===== config.mk =====
export PLATFORM = sky130hd
export DESIGN_NAME = timer_apb_slave_flat
export DESIGN_NICKNAME = d
export VERILOG_FILES = /design/src/rtl/timer_apb_slave_if.sv /design/src/rtl/timer_apb_slave.sv /design/src/flat_wrapper.sv
export SDC_FILE = /design/constraint.sdc
export NUM_CORES = 1
export LEC_CHECK = 0
export BUFFER_PORTS_ARGS = -buffer_cell sky130_fd_sc_hd__buf_4
export CORE_MARGIN = 3
export CORE_UTILIZATION = 30
export DETAILED_ROUTE_END_ITERATION = 10
export PLACE_DENSITY = 0.55
export SLEW_MARGIN = 20
export SYNTH_ARGS = -nofsm -noshare
export SYNTH_HDL_FRONTEND = slang
export SYNTH_SLANG_ARGS = --single-unit

===== constraint.sdc =====
create_clock -name pclk -period 3.4 [get_ports pclk]
set_input_delay 0.17 -clock pclk [delete_from_list [all_inputs] [get_ports pclk]]
set_output_delay 0.17 -clock pclk [all_outputs]
set_load 0.1 [all_outputs]

===== src/rtl/timer_apb_slave_if.sv =====
// APB bus bundle between the CPU-side requester and the timer register block.
// The requester drives the select/enable/address/data group; the timer answers with data and handshake.
interface timer_apb_slave_if #(
   parameter int ADDR_W = 8,
   parameter int DATA_W = 8
);
   logic              psel;
   logic              penable;
   logic              pwrite;
   logic [ADDR_W-1:0] paddr;
   logic [DATA_W-1:0] pwdata;
   logic [DATA_W-1:0] prdata;
   logic              pready;
   logic              pslverr;

   modport master (
      output psel, penable, pwrite, paddr, pwdata,
      input  prdata, pready, pslverr
   );

   modport slave (
      input  psel, penable, pwrite, paddr, pwdata,
      output prdata, pready, pslverr
   );
endinterface


===== src/rtl/timer_apb_slave.sv =====
// APB completer and register file (TDR/TCR/TSR) for the 8-bit timer, with optional wait states.
//
// state    | meaning
// IDLE     | no transfer in flight; a setup phase on the bus starts one
// ACCESS   | access phase, wait counter running, pready low
// COMPLETE | pready high for one cycle; writes commit on the closing edge
module timer_apb_slave #(
   parameter int WAIT_CYCLES = 0,
   parameter int ADDR_W      = 8,
   parameter int DATA_W      = 8
) (
   input  logic              pclk,
   input  logic              presetn,
   timer_apb_slave_if.slave  apb,
   output logic [7:0]        tdr_o,
   output logic              load_o,
   output logic              dw_o,
   output logic              en_o,
   output logic [1:0]        cks_o,
   input  logic [7:0]        tcnt_i,
   input  logic              ovf_set_i,
   input  logic              udf_set_i
);

   typedef enum logic [1:0] {
      IDLE     = 2'd0,
      ACCESS   = 2'd1,
      COMPLETE = 2'd2
   } state_t;

   localparam logic [3:0] WAIT_INIT = 4'(WAIT_CYCLES);
   localparam logic [7:0] TCR_MASK  = 8'hB3;

   state_t     state;
   logic [3:0] wait_cnt;
   logic [1:0] addr_q;
   logic       write_q;
   logic       err_q;
   logic       pready_q;
   logic       pslverr_q;
   logic [7:0] tdr;
   logic [7:0] tcr;
   logic [1:0] tsr;
   logic [1:0] tsr_next;
   logic [7:0] rdata;
   logic       setup_err;
   logic       commit_wr;

   // Decoded in the setup phase; the address and direction are held stable by the bus until completion.
   assign setup_err = (apb.paddr >= ADDR_W'(4)) || (apb.pwrite && (apb.paddr == ADDR_W'(3)));
   assign commit_wr = (state == COMPLETE) && apb.psel && apb.penable && write_q && !err_q;

   // A set pulse is OR-ed in after the clear, so it wins against a same-cycle clearing write.
   always_comb begin
      tsr_next = tsr;
      if (commit_wr && (addr_q == 2'd2)) begin
         tsr_next = tsr & apb.pwdata[1:0];
      end
      tsr_next = tsr_next | {udf_set_i, ovf_set_i};
   end

   always_comb begin
      rdata = 8'h00;
      if (pready_q && !write_q && !err_q) begin
         case (addr_q)
            2'd0:    rdata = tdr;
            2'd1:    rdata = tcr;
            2'd2:    rdata = {6'b0, tsr};
            default: rdata = tcnt_i;
         endcase
      end
   end

   always_ff @(posedge pclk or negedge presetn) begin
      if (!presetn) begin
         state     <= IDLE;
         wait_cnt  <= 4'd0;
         addr_q    <= 2'd0;
         write_q   <= 1'b0;
         err_q     <= 1'b0;
         pready_q  <= 1'b0;
         pslverr_q <= 1'b0;
         tdr       <= 8'h00;
         tcr       <= 8'h00;
         tsr       <= 2'b00;
      end else begin
         tsr <= tsr_next;
         case (state)
            IDLE: begin
               if (apb.psel && !apb.penable) begin
                  addr_q   <= apb.paddr[1:0];
                  write_q  <= apb.pwrite;
                  err_q    <= setup_err;
                  wait_cnt <= WAIT_INIT;
                  if (WAIT_INIT == 4'd0) begin
                     state     <= COMPLETE;
                     pready_q  <= 1'b1;
                     pslverr_q <= setup_err;
                  end else begin
                     state <= ACCESS;
                  end
               end
            end
            ACCESS: begin
               if (!apb.psel) begin
                  state <= IDLE;
               end else begin
                  wait_cnt <= wait_cnt - 4'd1;
                  if (wait_cnt == 4'd1) begin
                     state     <= COMPLETE;
                     pready_q  <= 1'b1;
                     pslverr_q <= err_q;
                  end
               end
            end
            COMPLETE: begin
               state     <= IDLE;
               pready_q  <= 1'b0;
               pslverr_q <= 1'b0;
               if (commit_wr) begin
                  case (addr_q)
                     2'd0:    tdr <= apb.pwdata[7:0];
                     2'd1:    tcr <= apb.pwdata[7:0] & TCR_MASK;
                     default: ;
                  endcase
               end
            end
            default: state <= IDLE;
         endcase
      end
   end

   assign apb.pready  = pready_q;
   assign apb.pslverr = pslverr_q;
   assign apb.prdata  = DATA_W'(rdata);

   assign tdr_o  = tdr;
   assign load_o = tcr[7];
   assign dw_o   = tcr[5];
   assign en_o   = tcr[4];
   assign cks_o  = tcr[1:0];

endmodule


===== src/flat_wrapper.sv =====
// flat-port wrapper written by rule: the top's interface ports become plain ports
module timer_apb_slave_flat 
#(
   parameter int WAIT_CYCLES = 0,
   parameter int ADDR_W      = 8,
   parameter int DATA_W      = 8
)
  (pclk, presetn, tdr_o, load_o, dw_o, en_o, cks_o, tcnt_i, ovf_set_i, udf_set_i, apb_psel, apb_penable, apb_pwrite, apb_paddr, apb_pwdata, apb_prdata, apb_pready, apb_pslverr);
  timer_apb_slave_if #(.ADDR_W(ADDR_W), .DATA_W(DATA_W)) apb_i ();
  input  logic pclk;
  input  logic presetn;
  output logic [7:0] tdr_o;
  output logic load_o;
  output logic dw_o;
  output logic en_o;
  output logic [1:0] cks_o;
  input  logic [7:0] tcnt_i;
  input  logic ovf_set_i;
  input  logic udf_set_i;
  input wire logic [$bits(apb_i.psel)-1:0] apb_psel;
  input wire logic [$bits(apb_i.penable)-1:0] apb_penable;
  input wire logic [$bits(apb_i.pwrite)-1:0] apb_pwrite;
  input wire logic [$bits(apb_i.paddr)-1:0] apb_paddr;
  input wire logic [$bits(apb_i.pwdata)-1:0] apb_pwdata;
  output wire logic [$bits(apb_i.prdata)-1:0] apb_prdata;
  output wire logic [$bits(apb_i.pready)-1:0] apb_pready;
  output wire logic [$bits(apb_i.pslverr)-1:0] apb_pslverr;
  assign apb_i.psel = apb_psel;
  assign apb_i.penable = apb_penable;
  assign apb_i.pwrite = apb_pwrite;
  assign apb_i.paddr = apb_paddr;
  assign apb_i.pwdata = apb_pwdata;
  assign apb_prdata = apb_i.prdata;
  assign apb_pready = apb_i.pready;
  assign apb_pslverr = apb_i.pslverr;
  timer_apb_slave #(.WAIT_CYCLES(WAIT_CYCLES), .ADDR_W(ADDR_W), .DATA_W(DATA_W)) u_core (.pclk(pclk), .presetn(presetn), .apb(apb_i), .tdr_o(tdr_o), .load_o(load_o), .dw_o(dw_o), .en_o(en_o), .cks_o(cks_o), .tcnt_i(tcnt_i), .ovf_set_i(ovf_set_i), .udf_set_i(udf_set_i));
endmodule

Word-level counts from Yosys, hierarchy flattened
Index checks and enable logic that the tools add are counted.
Storage, ports and cells
  bits of input ports: 31
  latch bits: 0
  bits in writable memories: 0
  logic and storage cells: 65
  memories kept: 0
  bits in read-only memories: 0
  flip-flop bits (word level): 27
  output and inout port bits: 23
Operators by class
  mux-type cells: 18
  shift operators: 0
  multiply operators: 0
  divide/modulo/power cells: 0
  add/subtract/negate cells: 1
  bitwise gates (word level): 2
  $lt $le $gt $ge: 1
  eq/ne operators: 10
  reductions and logical operators: 23
Operator list (number)
  $pmux 8 s3: 1
  $logic_and 1x1->1: 9
  $reduce_and 3->1: 3
  $eq 8x2->1 const B: 1
  $ge 8x3->1 const B: 1
  $mux 2: 4
  $mux 4: 2
  $mux 8: 1
  $pmux 4 s2: 1
  $mux 1: 6
  $pmux 1 s3: 2
  $eq 2x1->1 const B: 2
  $eq 2x2->1 const B: 2
  $eq 4x1->1 const B: 1
  $logic_not 2->1: 2
  $ne 2x1->1 const B: 2
  $pmux 2 s2: 1
  $reduce_and 2->1: 2
  $reduce_and 4->1: 1
  $sub 4x1->4 const B: 1
  $logic_not 1->1: 3
  $ne 3x2->1 const B: 1
  $reduce_bool 3->1: 1
  $and 2x2->2: 1
  4 further kinds: 4

Depth between registers and ports, before layout
Gate-level depths: netlist of run 1.
  depth in word-level cells: 8
  depth in mapped cells: 4
  gate-level depth less buffers: 3

Least setup slack after synthesis of run 1
OpenSTA, ideal clock, no wires.
  path kind: reg-to-output
  start: register u_core.pready_q (netlist: u_core.apb.pready)
  end: output port apb_prdata[2]
  data arrival time: 3.145 ns
  stages on the path, launching flop included: 4
  path buffers: 1
  setup slack: 0.085 ns
  data required time: 3.230 ns
  cells stage by stage: dfrtp_1 -> or3b_2 -> clkbuf_1 -> a21oi_1
On the way
  word-level cells in the longest chain between the ends: 3
Ends and longest elaborated chain
  start, declared: RTL line timer_apb_slave.sv:39  | logic pready_q;
  start signal, assigned: RTL line timer_apb_slave.sv:81  | pready_q <= 1'b0;
  start signal, assigned: RTL line timer_apb_slave.sv:97  | pready_q <= 1'b1;
  start signal, assigned: RTL line timer_apb_slave.sv:111  | pready_q <= 1'b1;
  $logic_and 1x1->1 (2 in a row): RTL line timer_apb_slave.sv:64  | if (pready_q && !write_q && !err_q) begin
  $mux 8: RTL line timer_apb_slave.sv:64
  end, declared: RTL line flat_wrapper.sv:25  | output wire logic [$bits(apb_i.prdata)-1:0] apb_prdata;
No other way between the ends.

Worst setup path in the final report of run 1
  start: register u_core.pready_q (netlist: u_core.apb.pready)
  end: output port apb_prdata[6]
The elaborated chain is that of the path after synthesis.

==> results of run 1 <==
## metal layers
metal	routed length [um]	vias to the layer above
met5	0	-
met1	1134	411
met2	1225	28
met4	15	0
li1	-	426
met3	174	2
## power groups by stage
stage | Clock, uW | Combinational, uW | Sequential (uW)
3_3_place_gp | 0 | 120 | 288
5_1_grt | 137 | 129 | 287
3_5_place_dp | 0 | 121 | 289
4_1_cts | 126 | 122 | 284
2_1_floorplan | 0 | 49.1 | 310
6_report | 119 | 121 | 283
## cells by family after synthesis
kind of cell / count (synthesis)
simple gates: 30
flops: 21
mux: 20
compound gates: 11
buf+inv: 5
## worst min-delay path, delay by kind of cell
kind | cells | cell delay [ns]
simple gates | 1 | 0.04
buf+inv | 1 | 0.08
compound gates | 1 | 0.07
## final timing paths
check,from,to,slack [ns],cells past startpoint
setup reg to reg,u_core.addr_q[0],u_core.tdr_o[1],1.66,2
setup / recovery,u_core.apb.pready,apb_prdata[6],1.33,3
hold reg to reg,u_core.tdr_o[1],u_core.tdr_o[1],0.55,1
hold / removal,apb_paddr[1],u_core.addr_q[1],0.08,3
max in group asynchronous,presetn,u_core.tsr[0],2.90,2
min in group asynchronous,presetn,u_core.apb.pready,0.28,2
## cells in the final DEF (no fill, tap or decap), types with 2 or more instances in the layout
master	instances
clkbuf_4	3
a21oi_1	5
mux2_4	8
nor2b_1	3
dfrtp_1	21
buf_4	53
nand3_1	4
nor2_1	10
nand2_1	5
a22oi_1	3
mux2_2	10
mux4_2	2
## final cells by class
class | count | area (um^2)
timing repair buffer | 54 | 407.9
tap | 46 | 57.56
inverter | 1 | 3.754
sequential | 21 | 525.5
clock inverter | 1 | 5.005
fill | 338 | 1858
clock buffer | 3 | 22.52
multi-input combinational | 61 | 535.5
## through the flow
step           utilization, %  cell area [um^2]  total power (uW)
2_1_floorplan               -              1087             359.4
3_3_place_gp            44.51              1520             407.8
3_5_place_dp            44.51              1520             409.9
4_1_cts                 45.60              1558             532.2
5_1_grt                 45.60              1558             552.7
6_report                45.60              1558             523.8
## registers in the layout, summed over array words and instances (netlist names)
signal,flops
u_core.addr_q,2
u_core.apb.pready,1
u_core.apb.pslverr,1
u_core.err_q,1
u_core.tcr,5
u_core.tdr_o,8
u_core.tsr,2
u_core.write_q,1
==> flow_summary.yaml, run 1 <==
yosys:
  synth-xor-area-share_pct: 0
  synth_most_common_cell: "dfrtp_1"
  synthTopCellsByCount: "21 x dfrtp_1, 10 x mux2_2, 10 x nor2_1, 8 x mux2_4"
  synth-edff-count: 0
  syn_area_per_cell_um2: 12.50
  synth_seq_cells: 21
  synth_flop_cell: "dfrtp_1"
  synth_mux_area_share_pct: 25.55
  synth_warnings: 0
  syn_nets: 118
  async_reset_ff_share_pct: 100.0
  syn_inst: 87
  yosys-top-cells-area: "dfrtp_1 48%, mux2_4 11%, mux2_2 10%"
  synth.yosys.seq_area_share_pct: 48.33
  yosysTopAreaCellShare_pct: 48.33
  synth_compound_area_share_pct: 6.214
  synth_adder_area_share_pct: 0
  yosys.area_share.simple_pct: 17.49
  synth_cell_types: 24
  synth.cell_area_um2: 1087
  synth_top_area_cell: "dfrtp_1"
  synth_top_family_by_area: "multiplexers"
clocking:
  clk_pin_slew_ns: 0.12
  cts_root_buffer: "clkbuf_4"
  tritoncts: "yes"
  clkSinkCount: 21
  htreeDepth: 1
  numCtsBuffers: 3
  clock_path_buffers: 2
  clk-insertion-delay-late_ns: 0.31
  cts_resized: 0
  cts_setup_buffers: 0
  postCtsHoldBufs: 1
timing:
  timing.setup.tns_ns: 0
  drv_slew: 0
  setup_viol: 0
  max_freq_mhz: 483.6
  rsz0062_at_grt: "false"
  fin_crit_sh_pct: 60.82
  slew_headroom_pct: 68.98
  clock_skew_ns: 0.009881
  fin_hold_ws_ns: 0.08308
  worst_pin_slew_ns: 0.4653
  hold_viol_final: 0
  fin_ws_ns: 1.332
  period_needed_ns: 2.068
drt:
  vias: 867
  wire_per_inst_um: 13.63
  dr.pass1.iters: 4
  drc: 0
  drtIter0Drc: 27
  finalWirelength_mm: 2.549
  viasPerCell: 4.636
  ant_nets: 0
setup_path:
  crit_slowest_cell: "or3b_2"
  endpoint_kind: "output pin"
  cp.required_ns: 3.23
  critPathTopFamily: "simple AND/OR/NAND/NOR gates"
  path_class: "reg2out"
  crit_chain: "or3b_2 > a21oi_1 > buf_4"
  crit_arrival_ns: 1.90
  startpoint_type: "flip-flop"
  cp_slowest_stage_delay_ns: 0.59
  critPathBufInv: 1
  cp_max_fo: 8
floorplanning:
  die_y_um: 66.20
  dieArea_um2: 4382
  die_w_um: 66.20
  rows: 21
  initial_core_util_pct: 31.83
  coreArea_um2: 3416
  ioPinCount: 54
flow_run:
  maxCapViolations: 0
finish:
  n_antenna_cell: 0
  final_cell_count_no_fill: 187
  nets: 173
  syn_to_final_growth_pct: 43.27
  drive_gt1_share_pct: 58.16
power_and_ir_drop:
  power.density_nw_per_um2: 336.2
  swShare_pct: 31.28
  p_int_uw: 359.9
  p_seq_share_pct: 54.1
  pwr-share-comb_pct: 23.1
  power.switching_uw: 163.8
  peakVddDrop_mv: 0.2113
  p_clk_share_pct: 22.8
  p_leak_uw: 0.0007730
grt:
  grt_max_degree: 22
  grt.busiest_layer: "met2"
  antenna_found_initial: 0
  met3_usage_pct: 3.912
  grt_pass1_wl_mm: 3.981
  grt_pass1_vias: 855
  grtUsageTotal_pct: 12.01
  gr-total-overflow: 0
  use_met2_pct: 18.84
  met1_usage_pct: 15.87
placement:
  place_hpwl_mm: 2.014
  gp_congestion: 0.7244
  io_buffers: 53
  pre_cts_slack_ns: 1.685
  dp_cells: 182
status:
  status: "finished clean"
min_path:
  hold_path_class: "in2reg"
Power figures use the tool's default switching activity.
==> inputs of run 2 (changes only) <==
PLACE_DENSITY = 0.57   (was 0.55)
clock period = 1.69 ns   (was 3.4 ns; I/O delays follow)
==> flow_summary.yaml, run 2 (synthesis gave the netlist of run 1 again) <==
timing:
  fin_ws_ns: -0.02532
  slew_headroom_pct: 68.51
  drv_slew: 0
  fin_crit_sh_pct: 101.5
  hold_viol_final: 0
  rsz0062_at_grt: "true"
  clock_skew_ns: 0.01410
  setup_viol: 9
  worst_pin_slew_ns: 0.4680
  max_freq_mhz: 583.0
  period_needed_ns: 1.715
grt:
  antenna_found_initial: 0
  met3_usage_pct: 2.381
  grt.busiest_layer: "met2"
  grtUsageTotal_pct: 14.33
  grt_pass1_wl_mm: 4.857
  met1_usage_pct: 18.33
  gr-total-overflow: 0
  grt_pass1_vias: 1047
  grt_max_degree: 22
  use_met2_pct: 24.78
min_path:
  hold_path_class: "in2reg"
  worstHoldStart: "apb_pwrite"
setup_path:
  path_class: "reg2reg"
  critPathBufInv: 1
  crit_chain: "buf_4 > nand3b_4 > or4_4 > mux2_4"
  crit_arrival_ns: 1.91
  cp_slowest_stage_delay_ns: 0.55
  crit_slowest_cell: "or4_4"
  critPathTopFamily: "simple AND/OR/NAND/NOR gates"
  startpoint_type: "flip-flop"
  cp_max_fo: 8
  r2r-start: "u_core.err_q"
  cp.required_ns: 1.88
  endpoint_kind: "flip-flop"
  critPathLaunch: "u_core.err_q"
floorplanning:
  die_w_um: 66.20
  coreArea_um2: 3416
  initial_core_util_pct: 31.83
  die_y_um: 66.20
  rows: 21
  dieArea_um2: 4382
  ioPinCount: 54
clocking:
  htreeDepth: 1
  tritoncts: "yes"
  clk-insertion-delay-late_ns: 0.31
  clkSinkCount: 21
  clk_pin_slew_ns: 0.13
  clock_path_buffers: 2
  numCtsBuffers: 3
  cts_root_buffer: "clkbuf_4"
finish:
  syn_to_final_growth_pct: 77.68
  n_antenna_cell: 0
  n_fill_cell: 288
  drive_gt1_share_pct: 75.47
  multiInputGateArea_um2: 635.6
  final-seq-area_um2: 543.0
  nets: 191
  final_area_um2: 1932
  largest_reg_flops: 8
  final_common_cell: "buf_4"
  final_cell_mix: "56 x buf_4, 11 x dfrtp_2, 9 x mux2_2, 9 x mux2_4, 9 x dfrtp_1"
placement:
  place_hpwl_mm: 2.224
  io_buffers: 53
  dpl_cell_area_um2: 1670
  gp_congestion: 0.7391
drt:
  ant_nets: 0
  drc: 0
  finalWirelength_mm: 2.978
  wire_per_inst_um: 14.53
  drtIter0Drc: 30
  dr.pass1.iters: 3
  vias: 961
  viasPerCell: 4.688
status:
  violations: "negative setup slack"
  status: "complete, but fails checks"
power_and_ir_drop:
  pwr-share-comb_pct: 32.5
  peakVddDrop_mv: 0.3820
  swShare_pct: 31.75
  finalPower_uw: 1177
  power.switching_uw: 373.7
  p_seq_share_pct: 46.7
  p_int_uw: 803.4
  p_leak_uw: 0.0008769
  power.density_nw_per_um2: 609.3
  p_clk_share_pct: 20.8
flow_run:
  maxCapViolations: 0
[run 2: changes by cell type in the layout (fill, tap and decap cells not counted), sizes merged]
cell,before,now
buf,53,67
dlygate4sd3,1,5
[run 2: layer usage]
| layer | vias to the layer above | wire [um] |
|---|---|---|
| li1 | 460 | - |
| met5 | - | 0 |
| met1 | 464 | 1363 |
| met4 | 0 | 15 |
| met2 | 35 | 1392 |
| met3 | 2 | 205 |
[run 2: area by class of cell]
type                            instances  area share [%]
Clock buffer                            3           1.166
Multi-Input combinational cell         61           32.90
Sequential cell                        21           28.11
Inverter                                1          0.1943
Tap cell                               46           2.979
Clock inverter                          1          0.2591
Timing Repair Buffer                   72           34.39
[run 2: what timing repair did]
action / in CTS / in global routing
buffers inserted: 5 / 1
resized for setup: 30 / 4
endpoints found under the hold margin: 24 / 1
pin swaps: 1 / 4
endpoints found under the setup margin: 8 / 16
hold buffers: 4 / 1
[run 2: per-stage QoR]
step / instances / setup TNS (ns) / worst slack (ns) / utilization [%] / hold WS [ns]
4_1_cts: 203 / -0.1582 / -0.03751 / 55.57 / 0.0001779
3_3_place_gp: 190 / 0 / 0.09763 / 48.90 / -0.01613
3_5_place_dp: 190 / 0 / 0.09754 / 48.90 / -0.01113
5_1_grt: 205 / -0.9847 / -0.09626 / 56.56 / 0.001255
2_1_floorplan: 87 / -1.534 / -0.1769 / - / -0.2111
6_report: 205 / -0.1664 / -0.02532 / 56.56 / 0.009611
[run 2: path summary, 6_finish.rpt]
path,to,slack (ns),cells past startpoint
setup / recovery,u_core.tdr_o[5],-0.03,4
hold / removal,u_core.write_q,0.01,2
setup reg to reg,u_core.tdr_o[5],-0.03,4
hold reg to reg,u_core.tsr[0],0.55,2
max in group asynchronous,u_core.tcr[7],1.24,2
min in group asynchronous,u_core.tsr[0],0.19,2
[run 2: power groups by stage]
stage | registers (uW) | logic (uW) | clock network [uW]
floorplan | 626 | 111 | 0
global placement | 563 | 311 | 0
detailed placement | 564 | 315 | 0
CTS | 549 | 364 | 261
global route | 554 | 409 | 276
finish | 550 | 382 | 245
